<file path="config.mk">
export PLATFORM = sky130hd
export DESIGN_NAME = led_seq_ctrl_flat
export DESIGN_NICKNAME = d
export VERILOG_FILES = /design/src/rtl/led_seq_ctrl_if.sv /design/src/rtl/led_seq_ctrl.sv /design/src/flat_wrapper.sv
export SDC_FILE = /design/constraint.sdc
export NUM_CORES = 1
export LEC_CHECK = 0
export CORE_UTILIZATION = 64
export CTS_BUF_LIST = sky130_fd_sc_hd__clkbuf_2 sky130_fd_sc_hd__clkbuf_4 sky130_fd_sc_hd__clkbuf_8
export DETAILED_ROUTE_END_ITERATION = 8
export GPL_TIMING_DRIVEN = 0
export PLACE_DENSITY = 0.93
export SLEW_MARGIN = 20
export SYNTH_ARGS = -nofsm -noshare
export SYNTH_HDL_FRONTEND = slang
export SYNTH_SLANG_ARGS = --single-unit
</file>
<file path="constraint.sdc">
create_clock -name clk -period 9.9 [get_ports clk]
set_input_delay 1.98 -clock clk [delete_from_list [all_inputs] [get_ports clk]]
set_output_delay 1.98 -clock clk [all_outputs]
set_load 0.02 [all_outputs]
</file>
<file path="src/rtl/led_seq_ctrl_if.sv">
`default_nettype none
// ============================================================================
// Module      : led_bus_if
// Description : Write-port bus between the LED sequencer (master) and the
//               indicator-LED peripheral (slave).
//   bus_addr  4  command address (0x0 led1 on, 0x2 led2 on,
//                0x4 led1 off, 0x8 led2 off)
//   bus_cs    1  chip select, high only in an issue cycle
//   bus_wr    1  write strobe, equal to bus_cs
//   bus_rd    1  read strobe, always 0
// Revision    : 1.0  initial release
// ============================================================================
interface led_bus_if;
    logic [3:0] bus_addr;
    logic       bus_cs;
    logic       bus_wr;
    logic       bus_rd;

    modport master (output bus_addr, output bus_cs, output bus_wr, output bus_rd);
    modport slave  (input  bus_addr, input  bus_cs, input  bus_wr, input  bus_rd);
endinterface
`default_nettype wire

</file>
<file path="src/rtl/led_seq_ctrl.sv">
`default_nettype none
// ============================================================================
// Module      : led_seq_ctrl
// Description : Bus-master sequencer that blinks the indicator LEDs by issuing
//               single-cycle cs/wr strobes to the LED peripheral write port.
//   clk          system clock, rising edge
//   rst          asynchronous active-low reset
//   start        1-cycle run request, sampled only when idle
//   stop         abort request, sampled while busy
//   mode         00 led1, 01 led2, 10 alternate, 11 both (latched at start)
//   half_period  wait cycles per phase, 0 treated as 1 (latched at start)
//   count        full blinks per run, 0 = continuous (latched at start)
//   bus          led_bus_if master: bus_addr/bus_cs/bus_wr/bus_rd
//   busy         high whenever a run (or its shutdown) is in progress
//   done         1-cycle pulse in the first idle cycle after a run ends
// Revision    : 1.0  initial release
// ============================================================================
module led_seq_ctrl #(
    parameter int PW = 16,
    parameter int CW = 8
) (
    input  logic          clk,
    input  logic          rst,
    input  logic          start,
    input  logic          stop,
    input  logic [1:0]    mode,
    input  logic [PW-1:0] half_period,
    input  logic [CW-1:0] count,
    led_bus_if.master     bus,
    output logic          busy,
    output logic          done
);

    typedef enum logic [2:0] {
        IDLE    = 3'd0,
        ISSUE_A = 3'd1,
        ISSUE_B = 3'd2,
        WAIT    = 3'd3,
        SHUT_1  = 3'd4,
        SHUT_2  = 3'd5
    } state_t;

    typedef enum logic {
        PH_ON  = 1'b0,
        PH_OFF = 1'b1
    } phase_t;

    state_t        state;
    phase_t        phase;
    logic [PW-1:0] timer;
    logic [CW-1:0] blinks;
    logic [1:0]    cfg_mode;
    logic [PW-1:0] cfg_hp;
    logic [CW-1:0] cfg_count;
    logic [3:0]    addr_reg;
    logic          strobe;

    logic [CW-1:0] blinks_inc;
    logic [PW-1:0] hp_in_eff;
    logic          two_ops;

    assign blinks_inc = blinks + CW'(1);
    assign hp_in_eff  = (half_period == '0) ? PW'(1) : half_period;
    // Mode bit 1 selects the modes that touch both LEDs in every phase.
    assign two_ops    = cfg_mode[1];

    assign bus.bus_addr = addr_reg;
    assign bus.bus_cs   = strobe;
    assign bus.bus_wr   = strobe;
    assign bus.bus_rd   = 1'b0;

    // Command address for op slot 'second' of a phase in a given mode.
    function automatic logic [3:0] op_addr(input logic [1:0] m, input phase_t ph,
                                           input logic second);
        logic [3:0] a;
        a = 4'h0;
        unique case (m)
            2'b00:   a = (ph == PH_OFF) ? 4'h4 : 4'h0;
            2'b01:   a = (ph == PH_OFF) ? 4'h8 : 4'h2;
            2'b10:   a = second ? ((ph == PH_OFF) ? 4'h2 : 4'h8)
                                : ((ph == PH_OFF) ? 4'h4 : 4'h0);
            default: a = second ? ((ph == PH_OFF) ? 4'h8 : 4'h2)
                                : ((ph == PH_OFF) ? 4'h4 : 4'h0);
        endcase
        return a;
    endfunction

    // Outputs are registered: each branch sets the strobe/address that
    // belong to the state being entered.
    always_ff @(posedge clk or negedge rst) begin
        if (!rst) begin
            state     <= IDLE;
            phase     <= PH_ON;
            timer     <= '0;
            blinks    <= '0;
            cfg_mode  <= 2'b00;
            cfg_hp    <= PW'(1);
            cfg_count <= '0;
            addr_reg  <= 4'h0;
            strobe    <= 1'b0;
            busy      <= 1'b0;
            done      <= 1'b0;
        end else begin
            strobe   <= 1'b0;
            addr_reg <= 4'h0;
            done     <= 1'b0;
            unique case (state)
                IDLE: begin
                    if (start && !stop) begin
                        cfg_mode  <= mode;
                        cfg_hp    <= hp_in_eff;
                        cfg_count <= count;
                        phase     <= PH_ON;
                        blinks    <= '0;
                        state     <= ISSUE_A;
                        strobe    <= 1'b1;
                        addr_reg  <= op_addr(mode, PH_ON, 1'b0);
                        busy      <= 1'b1;
                    end
                end
                ISSUE_A: begin
                    if (stop) begin
                        state    <= SHUT_1;
                        strobe   <= 1'b1;
                        addr_reg <= 4'h4;
                    end else if (two_ops) begin
                        state    <= ISSUE_B;
                        strobe   <= 1'b1;
                        addr_reg <= op_addr(cfg_mode, phase, 1'b1);
                    end else begin
                        state <= WAIT;
                        timer <= cfg_hp - PW'(1);
                    end
                end
                ISSUE_B: begin
                    if (stop) begin
                        state    <= SHUT_1;
                        strobe   <= 1'b1;
                        addr_reg <= 4'h4;
                    end else begin
                        state <= WAIT;
                        timer <= cfg_hp - PW'(1);
                    end
                end
                WAIT: begin
                    if (stop) begin
                        state    <= SHUT_1;
                        strobe   <= 1'b1;
                        addr_reg <= 4'h4;
                    end else if (timer != '0) begin
                        timer <= timer - PW'(1);
                    end else if (phase == PH_ON) begin
                        phase    <= PH_OFF;
                        state    <= ISSUE_A;
                        strobe   <= 1'b1;
                        addr_reg <= op_addr(cfg_mode, PH_OFF, 1'b0);
                    end else begin
                        // count==0 never matches, so a continuous run lets blinks wrap.
                        blinks <= blinks_inc;
                        if (cfg_count != '0 && blinks_inc == cfg_count) begin
                            state <= IDLE;
                            busy  <= 1'b0;
                            done  <= 1'b1;
                        end else begin
                            phase    <= PH_ON;
                            state    <= ISSUE_A;
                            strobe   <= 1'b1;
                            addr_reg <= op_addr(cfg_mode, PH_ON, 1'b0);
                        end
                    end
                end
                SHUT_1: begin
                    state    <= SHUT_2;
                    strobe   <= 1'b1;
                    addr_reg <= 4'h8;
                end
                SHUT_2: begin
                    state <= IDLE;
                    busy  <= 1'b0;
                    done  <= 1'b1;
                end
                default: begin
                    state <= IDLE;
                    busy  <= 1'b0;
                end
            endcase
        end
    end

endmodule
`default_nettype wire

</file>
<file path="src/flat_wrapper.sv">
// flat-port wrapper written by rule: the top's interface ports become plain ports
module led_seq_ctrl_flat 
#(
    parameter int PW = 16,
    parameter int CW = 8
)
  (clk, rst, start, stop, mode, half_period, count, busy, done, bus_bus_addr, bus_bus_cs, bus_bus_wr, bus_bus_rd);
  led_bus_if bus_i ();
  input  logic clk;
  input  logic rst;
  input  logic start;
  input  logic stop;
  input  logic [1:0] mode;
  input  logic [PW-1:0] half_period;
  input  logic [CW-1:0] count;
  output logic busy;
  output logic done;
  output wire logic [$bits(bus_i.bus_addr)-1:0] bus_bus_addr;
  output wire logic [$bits(bus_i.bus_cs)-1:0] bus_bus_cs;
  output wire logic [$bits(bus_i.bus_wr)-1:0] bus_bus_wr;
  output wire logic [$bits(bus_i.bus_rd)-1:0] bus_bus_rd;
  assign bus_bus_addr = bus_i.bus_addr;
  assign bus_bus_cs = bus_i.bus_cs;
  assign bus_bus_wr = bus_i.bus_wr;
  assign bus_bus_rd = bus_i.bus_rd;
  led_seq_ctrl #(.PW(PW), .CW(CW)) u_core (.clk(clk), .rst(rst), .start(start), .stop(stop), .mode(mode), .half_period(half_period), .count(count), .bus(bus_i), .busy(busy), .done(done));
endmodule
</file>
Yosys cells after proc, flatten, opt, wreduce, memory -nomap -nowiden --
Cells that the tools add are included.
Word-level totals: output and inout bits 9, bits of input ports 30, register bits after elaboration 61, logic and storage cells 113
Cells by class: equality and inequality tests 19, bitwise logic cells 1, reductions and logical operators 17, $add $sub $neg 3, mux-type cells 62
Operator list (count):
- 2-to-1 mux 16 bit | 6
- one-hot mux 16 bit (3 select lines) | 1
- 2-to-1 mux 4 bit | 10
- 2-to-1 mux 8 bit | 4
- subtractor 16 x 1 -> 16 bit, second input constant | 2
- 2-to-1 mux 3 bit | 8
- 2-to-1 mux 1 bit | 23
- one-hot mux 4 bit (5 select lines) | 1
- logical NOT 16 bit | 1
- one-hot mux 8 bit (2 select lines) | 1
- nonzero test 16 bit | 1
- one-hot mux 3 bit (5 select lines) | 1
- AND reduction 6 bit | 2
- inequality test 2 bit, second input constant | 5
- adder 8 x 1 -> 8 bit, second input constant | 1
- == test 8 bit | 1
- inequality test 2 x 1 -> 1 bit, second input constant | 4
- one-hot mux 4 bit (2 select lines) | 1
- nonzero test 8 bit | 1
- == test 3 x 2 -> 1 bit, second input constant | 2
- == test 3 bit, second input constant | 2
- one-hot mux 1 bit (5 select lines) | 1
- AND reduction 5 bit | 1
- == test 2 x 1 -> 1 bit, second input constant | 2
- 16 further kinds | 20

Longest topological paths before layout --
Gate-level depths: netlist of run 1.
word-level depth 8, mapped depth 14, mapped depth without buffers 9

Worst setup path before layout of run 1 --
No wires, ideal clock.
kind input to register, start point input stop, end point register u_core.cfg_count[0], setup time 0.065 ns, stages on the path 6, buffers on the path 2, required time 9.835 ns, setup slack 6.714 ns, arrival 3.121 ns, cells stage by stage nor2_1 -> and3_1 -> buf_2 -> buf_1 -> nand2_1 -> nand2_1
On the way: word-level cells in the longest chain between the ends 3
Ends and longest elaborated chain:
- start: declaration | line flat_wrapper.sv:12 | input logic stop;
- logical NOT 1 bit | line led_seq_ctrl.sv:109 | if (start && !stop) begin
- logical AND 1 bit | line led_seq_ctrl.sv:109
- AND reduction 2 bit (no source line)
- end signal: assignment | line led_seq_ctrl.sv:112 | cfg_count <= count;
- end: declaration | line led_seq_ctrl.sv:54 | logic [CW-1:0] cfg_count;
Every way passes these cells. A chain may end at the register's enable or synchronous reset.

Worst setup path in the final report of run 1 --
start point register u_core.state[1], end point register u_core.timer[14]
On the way: word-level cells in the longest chain between the ends 3, elaborated cells on any way between the ends 11, those cells by class eq/ne: 8; mux: 1; reduce/logical: 2
Ends and longest elaborated chain:
- start: declaration | line led_seq_ctrl.sv:48 | state_t state;
- start signal: assignment | line led_seq_ctrl.sv:92 | state <= IDLE;
- start signal: assignment | line led_seq_ctrl.sv:115 | state <= ISSUE_A;
- start signal: assignment | line led_seq_ctrl.sv:123 | state <= SHUT_1;
- == test 3 x 2 -> 1 bit or == test 3 x 1 -> 1 bit (tied branches) | line led_seq_ctrl.sv:107 | unique case (state)
- inequality test 2 x 1 -> 1 bit (no source line) (tied with other cells)
- AND reduction 6 bit (no source line)
- end signal: assignment | line led_seq_ctrl.sv:132 | timer <= cfg_hp - PW'(1);
- end signal: assignment | line led_seq_ctrl.sv:142 | timer <= cfg_hp - PW'(1);
- end signal: assignment | line led_seq_ctrl.sv:151 | timer <= timer - PW'(1);
- end: declaration | line led_seq_ctrl.sv:50 | logic [PW-1:0] timer;
Several ways; a longest one is shown, not always the timed one.

==> run_results.csv, run 1 <==
group,metric,value,unit
power,internal-power,0.730,mW
timing,fmax,246,MHz
clocking,tritoncts,"built",
synthesis,syn-instance-count,439,
grt,grt_pass1_vias,3644,
power,ir_worst_vdd,0.193,mV
synthesis,syn_area_per_cell,8.44,um2
grt,overflow,0,
synthesis,synth-xor-area-share,0.0425,
clocking,postCtsHoldBufs,0,
timing,fin_ws,5.84,ns
timing,finalHoldViolCount,0,
floorplanning,pin_count,39,
critical_path,startpoint_type,"register",
synthesis,synth_seq_area_share,0.405,
timing,worst_pin_slew,0.691,ns
synthesis,synthSimpleGateAreaFrac,0.275,
route,wl,10.3,mm
synthesis,synth_cell_types,73,
timing,setup_viol,0,
timing,relSlewSlack,0.527,
final_layout,finalNonFillerCells,565,
clocking,cts_setup_buffers,0,
synthesis,yosys_warnings,0,
floorplanning,rows,27,
timing,fin_crit,4.06,ns
synthesis,synth_top_family_by_area,"simple AND/OR/NAND/NOR gates",
route,viasPerCell,6.70,
critical_path,cp_slowest_cell,"or4b_1",
route,drt_iter0_drc,645,
floorplanning,core,5540,um2
power,pwr-share-seq,0.378,
floorplanning,dieWidth,78.1,um
placed_design,io_buffers,36,
min_path,worstHoldPathType,"reg2reg",
synthesis,synth_edf_count,0,
power,power_switching,0.541,mW
synthesis,ys_ff_latch,60,
clocking,cts-root-buf,"clkbuf_8",
power,clockPowerShare,0.196,
critical_path,cp-startpoint,"u_core.state[1]",
clocking,clkTransAtPathRegs,0.07,ns
synthesis,synthAdderAreaFrac,0.00675,
final_layout,area_growth,19.0,%
placed_design,place_ws,5.85,ns
floorplanning,die_y,78.1,um
clocking,cts_buffers,9,
final_layout,drive_above_1_share,0.114,
power,p_comb_frac,0.427,
critical_path,critical_path_class,"reg2reg",
grt,antenna_found_initial,0,
critical_path,critPathMaxFanout,10,
route,drtAntennaViolNets,0,
final_layout,post-route-util,0.796,
critical_path,slowest_delay,0.54,ns
synthesis,synthMuxAreaShare,0.0216,
clocking,clockBufferDepth,2,
synthesis,synth_top_area_share,0.398,
power,p_leak,1.89,nW
clocking,cts_resized,0,
run_status,outcome,"completed",
route,wire_per_inst,18.2,um
synthesis,syn-cell-area,3710,um2
critical_path,crit_path_frequent_cell,"buf_2",
floorplanning,dieArea,6100,um2
placed_design,gp_congestion,0.930,
synthesis,yosysTopAreaCell,"dfrtp_1",
timing,final.period_utilization,0.410,
grt,grt_usage,0.374,
clocking,clock-sinks,60,
timing,drv_slew,0,
synthesis,synth_area_leaders,"dfrtp_1, nand2_1, o21ai_0",
placed_design,dpl.hpwl,6.98,mm
power,p_total,1.27,mW
critical_path,arrival,4.28,ns
clocking,cts_max_level,3,
final_layout,nNetsFinal,520,
final_layout,diodes,0,
power,powerDensity,288,nW/um2
critical_path,crit_path_end_kind,"register",
run,maxCapViolations,0,
timing,clock_skew,0.0150,ns
critical_path,cp_cell_sequence,"clkbuf_2, and3b_1, buf_2, buf_1, clkbuf_1, mux2i_1, ha_1, or4b_1, nor3_2, or2_0, buf_2, nand4_1, a31oi_1, a21oi_1",
route,drt_pass1_iterations,6,
clocking,clk_latency,0.35,ns
critical_path,crit_required,10.12,ns
route,drc,0,
timing,rsz0062_at_grt,"false",
floorplanning,start_util,0.669,
placed_design,post-place-cells,549,
min_path,min-delay-start,"u_core.cfg_hp[0]",
timing,tns,0,ns
power,swShare,0.426,
synthesis,synth-async-reset-ratio,1.00,
grt,grt_start_max_net_pins,48,
synthesis,synth_ff_type,"dfrtp_1",
grt,grt_pass1_wl,17.4,mm
critical_path,rr_startpoint,"u_core.state[1]",
route,via_count,3783,
synthesis,synth_compound_area_frac,0.200,
==> power by group through the flow <==
stage	logic, mW	clock network, mW	registers (mW)
2_1_floorplan	0.384	0	0.448
3_3_place_gp	0.491	0	0.464
3_5_place_dp	0.520	0	0.475
4_1_cts	0.530	0.247	0.473
5_1_grt	0.596	0.257	0.493
6_report	0.542	0.249	0.480
==> metal layers <==
metal / up-vias / part of all wire / GRT usage
li1: 1666 / - / -
met5: - / 0 / 0
met4: 0 / 0.047 / 0.217
met1: 1757 / 0.39 / 0.500
met2: 287 / 0.46 / 0.563
met3: 73 / 0.11 / 0.0826
==> placed cells by master (no fill, tap or decap), drive strengths merged, types with 7 or more instances in the layout <==
| master | n |
|---|---|
| a21oi | 23 |
| and3 | 7 |
| buf | 18 |
| clkbuf | 26 |
| clkdlybuf4s50 | 35 |
| dfrtp | 59 |
| mux2i | 8 |
| nand2 | 108 |
| nand3 | 9 |
| nor2 | 26 |
| nor3 | 20 |
| nor4 | 8 |
| o21ai | 36 |
| o22ai | 7 |
| xnor2 | 9 |
| xor2 | 9 |
==> registers in the layout, indices dropped and copies added (netlist names) <==
register and count:
u_core.blinks 8, u_core.bus.bus_addr 3, u_core.bus.bus_cs 1, u_core.busy 1
u_core.cfg_count 8, u_core.cfg_hp 16, u_core.cfg_mode 2, u_core.done 1
u_core.phase 1, u_core.state 3, u_core.timer 16
==> logic make-up (layout without fill, tap and decap cells) <==
group,after synthesis,count (layout)
mux,8,8
flops,60,60
fa+ha+maj,2,2
compound gates,109,109
buf+inv,32,85
other cells,1,2
simple gates,209,209
xor+xnor,18,18
==> stage by stage <==
step,hold WS [ns],instance area (um2)
2_1_floorplan,0.465,3710
3_3_place_gp,0.483,4160
3_5_place_dp,0.487,4190
4_1_cts,0.497,4410
5_1_grt,0.530,4410
6_report,0.495,4410
==> layout make-up <==
cell class / count / area (um2)
multi-input combinational: 348 / 2030
tap: 72 / 90.1
inverter: 5 / 18.8
clock buffer: 15 / 194
buffer: 27 / 158
clock inverter: 1 / 30.0
fill: 352 / 1130
timing repair buffer: 37 / 385
sequential: 60 / 1500
==> worst max-delay path, delay by kind of cell (launching register included) <==
family	cells	cell delay, ns
buffers and inverters	5	1.53
and+or+nand+nor	5	1.20
AOI/OAI and AO/OA	2	0.35
DFF	1	0.33
muxes	1	0.28
adders and majority gates	1	0.25
==> worst paths after layout <==
kind,cells after the start,slack (ns),end
setup / recovery,14,5.84,u_core.timer[14]
hold / removal,2,0.49,u_core.cfg_hp[0]
setup reg to reg,14,5.84,u_core.timer[14]
hold reg to reg,2,0.49,u_core.cfg_hp[0]
max in group asynchronous,2,7.87,u_core.cfg_hp[0]
min in group asynchronous,1,1.47,u_core.timer[9]
==> synthesized netlist by cell type, drive strengths merged (3+ instances only) <==
cell type  number
a21oi          23
a22o            3
nand3           9
o31ai           5
nor3           20
nor4            8
nor2b           4
dfrtp          59
a41oi           3
nor2           26
inv             5
mux2i           8
and2b           3
xor2            9
a31oi           6
o21ai          36
a211oi          4
xnor2           9
buf            16
nand2         108
nor4b           3
o22ai           7
clkbuf         11
and3            7
nand4           6
or3             4
No activity file was read; power rests on OpenSTA's default activity.
==> run 2, diff against run 1 <==
--- a/config.mk
+++ b/config.mk
@@ -5,11 +5,11 @@
 export SDC_FILE = /design/constraint.sdc
 export NUM_CORES = 1
 export LEC_CHECK = 0
-export CORE_UTILIZATION = 64
+export CORE_UTILIZATION = 59
 export CTS_BUF_LIST = sky130_fd_sc_hd__clkbuf_2 sky130_fd_sc_hd__clkbuf_4 sky130_fd_sc_hd__clkbuf_8
 export DETAILED_ROUTE_END_ITERATION = 8
 export GPL_TIMING_DRIVEN = 0
-export PLACE_DENSITY = 0.93
+export PLACE_DENSITY = 0.87
 export SLEW_MARGIN = 20
 export SYNTH_ARGS = -nofsm -noshare
 export SYNTH_HDL_FRONTEND = slang
==> constraint.sdc (replaced) <==
create_clock -name clk -period 3.75 [get_ports clk]
set_input_delay 0.75 -clock clk [delete_from_list [all_inputs] [get_ports clk]]
set_output_delay 0.75 -clock clk [all_outputs]
set_load 0.02 [all_outputs]
==> run_results.csv, run 2 (same netlist as run 1, synthesis figures left out) <==
group,metric,value,unit
run_status,outcome,"completed",
floorplanning,rows,28,
grt,grt_util_met3,0.0618,
clocking,cts-root-buf,"clkbuf_8",
critical_path,critical_path_class,"reg2reg",
final_layout,layout_commonest_cell,"nand2_1",
power,ir_worst_vdd,0.444,mV
critical_path,slowest_delay,0.53,ns
route,drc,0,
grt,overflow,0,
clocking,clock-sinks,60,
placed_design,placed_area,4180,um2
timing,fmax,285,MHz
critical_path,startpoint_type,"register",
route,viasPerCell,6.42,
timing,finalHoldViolCount,0,
placed_design,place_ws,0.0127,ns
critical_path,critPathMaxFanout,10,
timing,worst_pin_slew,0.775,ns
clocking,clk_latency,0.34,ns
clocking,cts_setup_buffers,0,
critical_path,crit_required,3.98,ns
final_layout,drive_above_1_share,0.118,
final_layout,final_cell_mix,"nand2_1, dfrtp_1, clkdlybuf4s50_1",
floorplanning,dieArea,6600,um2
final_layout,top_regs,"u_core.cfg_hp (16), u_core.timer (16)",
placed_design,gp_congestion,0.891,
timing,setup_viol,0,
clocking,postCtsHoldBufs,0,
power,powerDensity,742,nW/um2
grt,grt_start_max_net_pins,45,
grt,use_met1,0.440,
floorplanning,pin_count,39,
grt,use_met2,0.489,
critical_path,cp-startpoint,"u_core.state[1]",
final_layout,fillCellCount,409,
critical_path,cp_cell_sequence,"clkbuf_2, and3b_1, buf_2, clkbuf_2, clkbuf_2, mux2i_1, ha_1, or4b_1, nor3_2, nor2_1, nor3_1, o21ai_2, nor2b_1",
critical_path,cp_slowest_cell,"or4b_1",
floorplanning,die_y,81.3,um
critical_path,arrival,3.73,ns
timing,fin_crit,3.50,ns
placed_design,io_buffers,36,
route,drt_iter0_drc,530,
floorplanning,dieWidth,81.3,um
floorplanning,start_util,0.619,
grt,grt_pass1_wl,15.8,mm
run,maxCapViolations,0,
final_layout,nNetsFinal,520,
timing,clock_skew,0.00909,ns
floorplanning,core,5990,um2
placed_design,dpl.hpwl,6.87,mm
timing,drv_slew,0,
clocking,clockBufferDepth,2,
timing,final.period_utilization,0.934,
critical_path,crit_path_frequent_cell,"clkbuf_2",
min_path,worstHoldPathType,"in2async",
route,via_count,3648,
grt,grt_pass1_vias,3345,
route,drtAntennaViolNets,0,
grt,antenna_found_initial,0,
grt,top_usage_layer,"met2",
critical_path,crit_family,"simple AND/OR/NAND/NOR gates",
grt,grt_usage,0.320,
timing,hold_ws,0.269,ns
timing,fin_ws,0.247,ns
route,wl,9.65,mm
timing,rsz0062_at_grt,"false",
route,drt_pass1_iterations,6,
clocking,cts_buffers,9,
critical_path,crit_path_end_kind,"register",
critical_path,crit_buf_inv,4,
clocking,tritoncts,"built",
timing,relSlewSlack,0.470,
critical_path,rr_startpoint,"u_core.state[1]",
clocking,clkTransAtPathRegs,0.07,ns
final_layout,area_growth,18.1,%
timing,tns,0,ns
final_layout,stdcell_area,4380,um2
power,p_leak,1.88,nW
clocking,cts_max_level,3,
final_layout,post-route-util,0.730,
route,wire_per_inst,17.0,um
final_layout,diodes,0,
-- run 2: changes by cell type in the layout (fill, tap and decap cells not counted), sizes merged --
cell,previous run,this run
clkinv,0,3
buf,18,17
clkinvlp,0,1
clkbuf,26,23
-- run 2: cell type report --
type                            count  area (um2)  share of cell area
Inverter                            5        18.8             0.00429
Multi-Input combinational cell    348        2030               0.464
Buffer                             27         160              0.0366
Clock inverter                      5        52.6              0.0120
Timing Repair Buffer               37         378              0.0864
Sequential cell                    60        1500               0.343
Clock buffer                       11         139              0.0317
Tap cell                           75        93.8              0.0214
-- run 2: path summary, 6_finish.rpt --
| path | endpoint | depth (start not counted) | slack, ns |
|---|---|---|---|
| setup / recovery | u_core.timer[12] | 13 | 0.25 |
| hold / removal | u_core.timer[3] | 1 | 0.27 |
| setup reg to reg | u_core.timer[12] | 13 | 0.25 |
| hold reg to reg | u_core.cfg_hp[0] | 2 | 0.51 |
| max in group asynchronous | u_core.cfg_hp[0] | 2 | 2.93 |
| min in group clk | u_core.cfg_hp[0] | 2 | 0.51 |
-- run 2: through the flow --
stage / power (mW) / cells
after detailed placement: 2.62 / 552
after global placement: 2.53 / 551
after global routing: 3.45 / 568
final: 3.25 / 568
after floorplan: 2.20 / 440
after CTS: 3.21 / 568
-- run 2: power breakdown --
group	internal [mW]	total, mW	switching [mW]
Sequential	0.922	1.26	0.341
Combinational	0.610	1.40	0.793
Clock	0.318	0.580	0.262
-- run 2: what timing repair did --
action	in CTS	in global routing
hold endpoints to repair	0	0
setup endpoints to repair	2	3
gates resized for setup	1	1
cloned	0	0
-- run 2: per-layer routing --
layer	up-vias	wire length [um]
met2	226	4520
met5	-	0
met3	31	852
li1	1665	-
met4	0	200
met1	1726	4070
==> run 3, diff against run 2 <==
--- a/config.mk
+++ b/config.mk
@@ -9,7 +9,7 @@
 export CTS_BUF_LIST = sky130_fd_sc_hd__clkbuf_2 sky130_fd_sc_hd__clkbuf_4 sky130_fd_sc_hd__clkbuf_8
 export DETAILED_ROUTE_END_ITERATION = 8
 export GPL_TIMING_DRIVEN = 0
-export PLACE_DENSITY = 0.87
+export PLACE_DENSITY = 0.86
 export SLEW_MARGIN = 20
 export SYNTH_ARGS = -nofsm -noshare
 export SYNTH_HDL_FRONTEND = slang
==> run_results.csv, run 3 (same netlist as run 1, synthesis figures left out) <==
group,metric,value,unit
run_status,outcome,"completed",
route,via_count,3581,
timing,finalHoldViolCount,0,
critical_path,endpoint,"u_core.timer[10]",
timing,hold_ws,0.197,ns
power,swShare,0.426,
critical_path,crit_path_end_kind,"register",
route,viasPerCell,6.30,
timing,drv_slew,0,
critical_path,critPathMaxFanout,10,
power,p_comb_frac,0.431,
critical_path,startpoint_type,"register",
power,ir_worst_vdd,0.471,mV
final_layout,drive_above_1_share,0.118,
power,clockPowerShare,0.180,
critical_path,crit_required,3.98,ns
timing,worst_pin_slew,0.686,ns
route,drt_iter0_drc,448,
timing,fmax,287,MHz
timing,rsz0062_at_grt,"false",
critical_path,r2r_cells,14,
clocking,clkTransAtPathRegs,0.07,ns
power,p_total,3.22,mW
floorplanning,pin_count,39,
critical_path,critical_path_class,"reg2reg",
route,wl,9.34,mm
clocking,clock-sinks,60,
critical_path,rr_startpoint,"u_core.state[1]",
final_layout,layout_commonest_cell,"nand2_1",
min_path,worstHoldPathType,"in2async",
power,p_leak,1.88,nW
placed_design,dpl.hpwl,6.58,mm
final_layout,diodes,0,
clocking,cts_resized,1,
grt,grt_pass1_vias,3255,
final_layout,nNetsFinal,520,
route,wire_per_inst,16.4,um
floorplanning,start_util,0.619,
floorplanning,rows,28,
grt,grt_usage,0.314,
clocking,clockBufferDepth,2,
power,internal-power,1.85,mW
critical_path,timing.rr.end,"u_core.timer[10]",
timing,tns,0,ns
clocking,clk_latency,0.34,ns
floorplanning,dieArea,6600,um2
clocking,tritoncts,"built",
final_layout,top_regs,"u_core.cfg_hp (16), u_core.timer (16)",
timing,fin_crit,3.48,ns
timing,clock_skew,0.00801,ns
critical_path,arrival,3.71,ns
grt,overflow,0,
critical_path,r2r_setup_slack,0.27,ns
placed_design,io_buffers,36,
critical_path,cp-startpoint,"u_core.state[1]",
grt,antenna_found_initial,0,
clocking,cts_setup_buffers,0,
power,powerDensity,735,nW/um2
power,power_switching,1.37,mW
floorplanning,core,5990,um2
route,drc,0,
placed_design,gp_congestion,0.911,
final_layout,area_growth,18.4,%
clocking,cts_buffers,9,
route,drt_pass1_iterations,6,
run,maxCapViolations,0,
clocking,cts_max_level,3,
grt,grt_start_max_net_pins,59,
final_layout,stdcell_area,4390,um2
final_layout,final_cell_mix,"nand2_1, dfrtp_1, clkdlybuf4s50_1",
timing,relSlewSlack,0.531,
timing,final.period_utilization,0.929,
floorplanning,die_y,81.3,um
grt,grt_pass1_wl,15.6,mm
placed_design,placed_area,4190,um2
timing,setup_viol,0,
clocking,postCtsHoldBufs,0,
floorplanning,dieWidth,81.3,um
power,pwr-share-seq,0.390,
route,drtAntennaViolNets,0,
clocking,cts-root-buf,"clkbuf_8",
==> run 3: per-stage QoR <==
step	utilization	setup WS (ns)	std cells
floorplan	-	0.657	440
global placement	0.695	0.0554	551
detailed placement	0.699	0.0370	552
CTS	0.732	0.149	568
global route	0.732	0.0222	568
finish	0.732	0.266	568
==> run 3: per-layer routing <==
metal | GRT usage | share of wire
met5 | 0 | 0
met2 | 0.479 | 0.46
met1 | 0.436 | 0.44
met3 | 0.0607 | 0.081
met4 | 0.129 | 0.016
==> run 3: final cells by class <==
| class | instances | area [um2] |
|---|---|---|
| sequential | 60 | 1500 |
| multi-input combinational | 348 | 2030 |
| timing repair buffer | 37 | 385 |
| fill | 456 | 1600 |
| tap | 75 | 93.8 |
| buffer | 27 | 160 |
| inverter | 5 | 18.8 |
| clock inverter | 1 | 7.51 |
| clock buffer | 15 | 188 |
==> run 3: critical path, stage by stage (launching register included) <==
cell	delay, ns
dfrtp_1	0.33
clkbuf_2	0.17
and3b_1	0.17
buf_2	0.22
clkbuf_2	0.27
clkbuf_2	0.31
mux2i_1	0.23
ha_1	0.24
or4b_1	0.54
nor3_2	0.22
or2_0	0.14
buf_2	0.16
nand4_1	0.12
a31oi_1	0.18
a21oi_1	0.05
==> run 3: worst min-delay path by stage <==
stage                           start                 to  depth (start not counted)
floorplan                         rst   u_core.blinks[0]                          0
detailed placement  u_core.cfg_hp[15]  u_core.cfg_hp[15]                          2
global placement     u_core.cfg_hp[0]   u_core.cfg_hp[0]                          2
finish                            rst   u_core.cfg_hp[4]                          1
global route                      rst   u_core.cfg_hp[5]                          1
CTS                               rst   u_core.cfg_hp[4]                          1
==> run 3: power groups by stage <==
stage / registers [mW] / logic [mW] / clock network, mW
2_1_floorplan: 1.18 / 1.01 / 0
3_3_place_gp: 1.23 / 1.30 / 0
5_1_grt: 1.29 / 1.55 / 0.603
3_5_place_dp: 1.25 / 1.36 / 0
6_report: 1.26 / 1.39 / 0.579
4_1_cts: 1.24 / 1.37 / 0.575
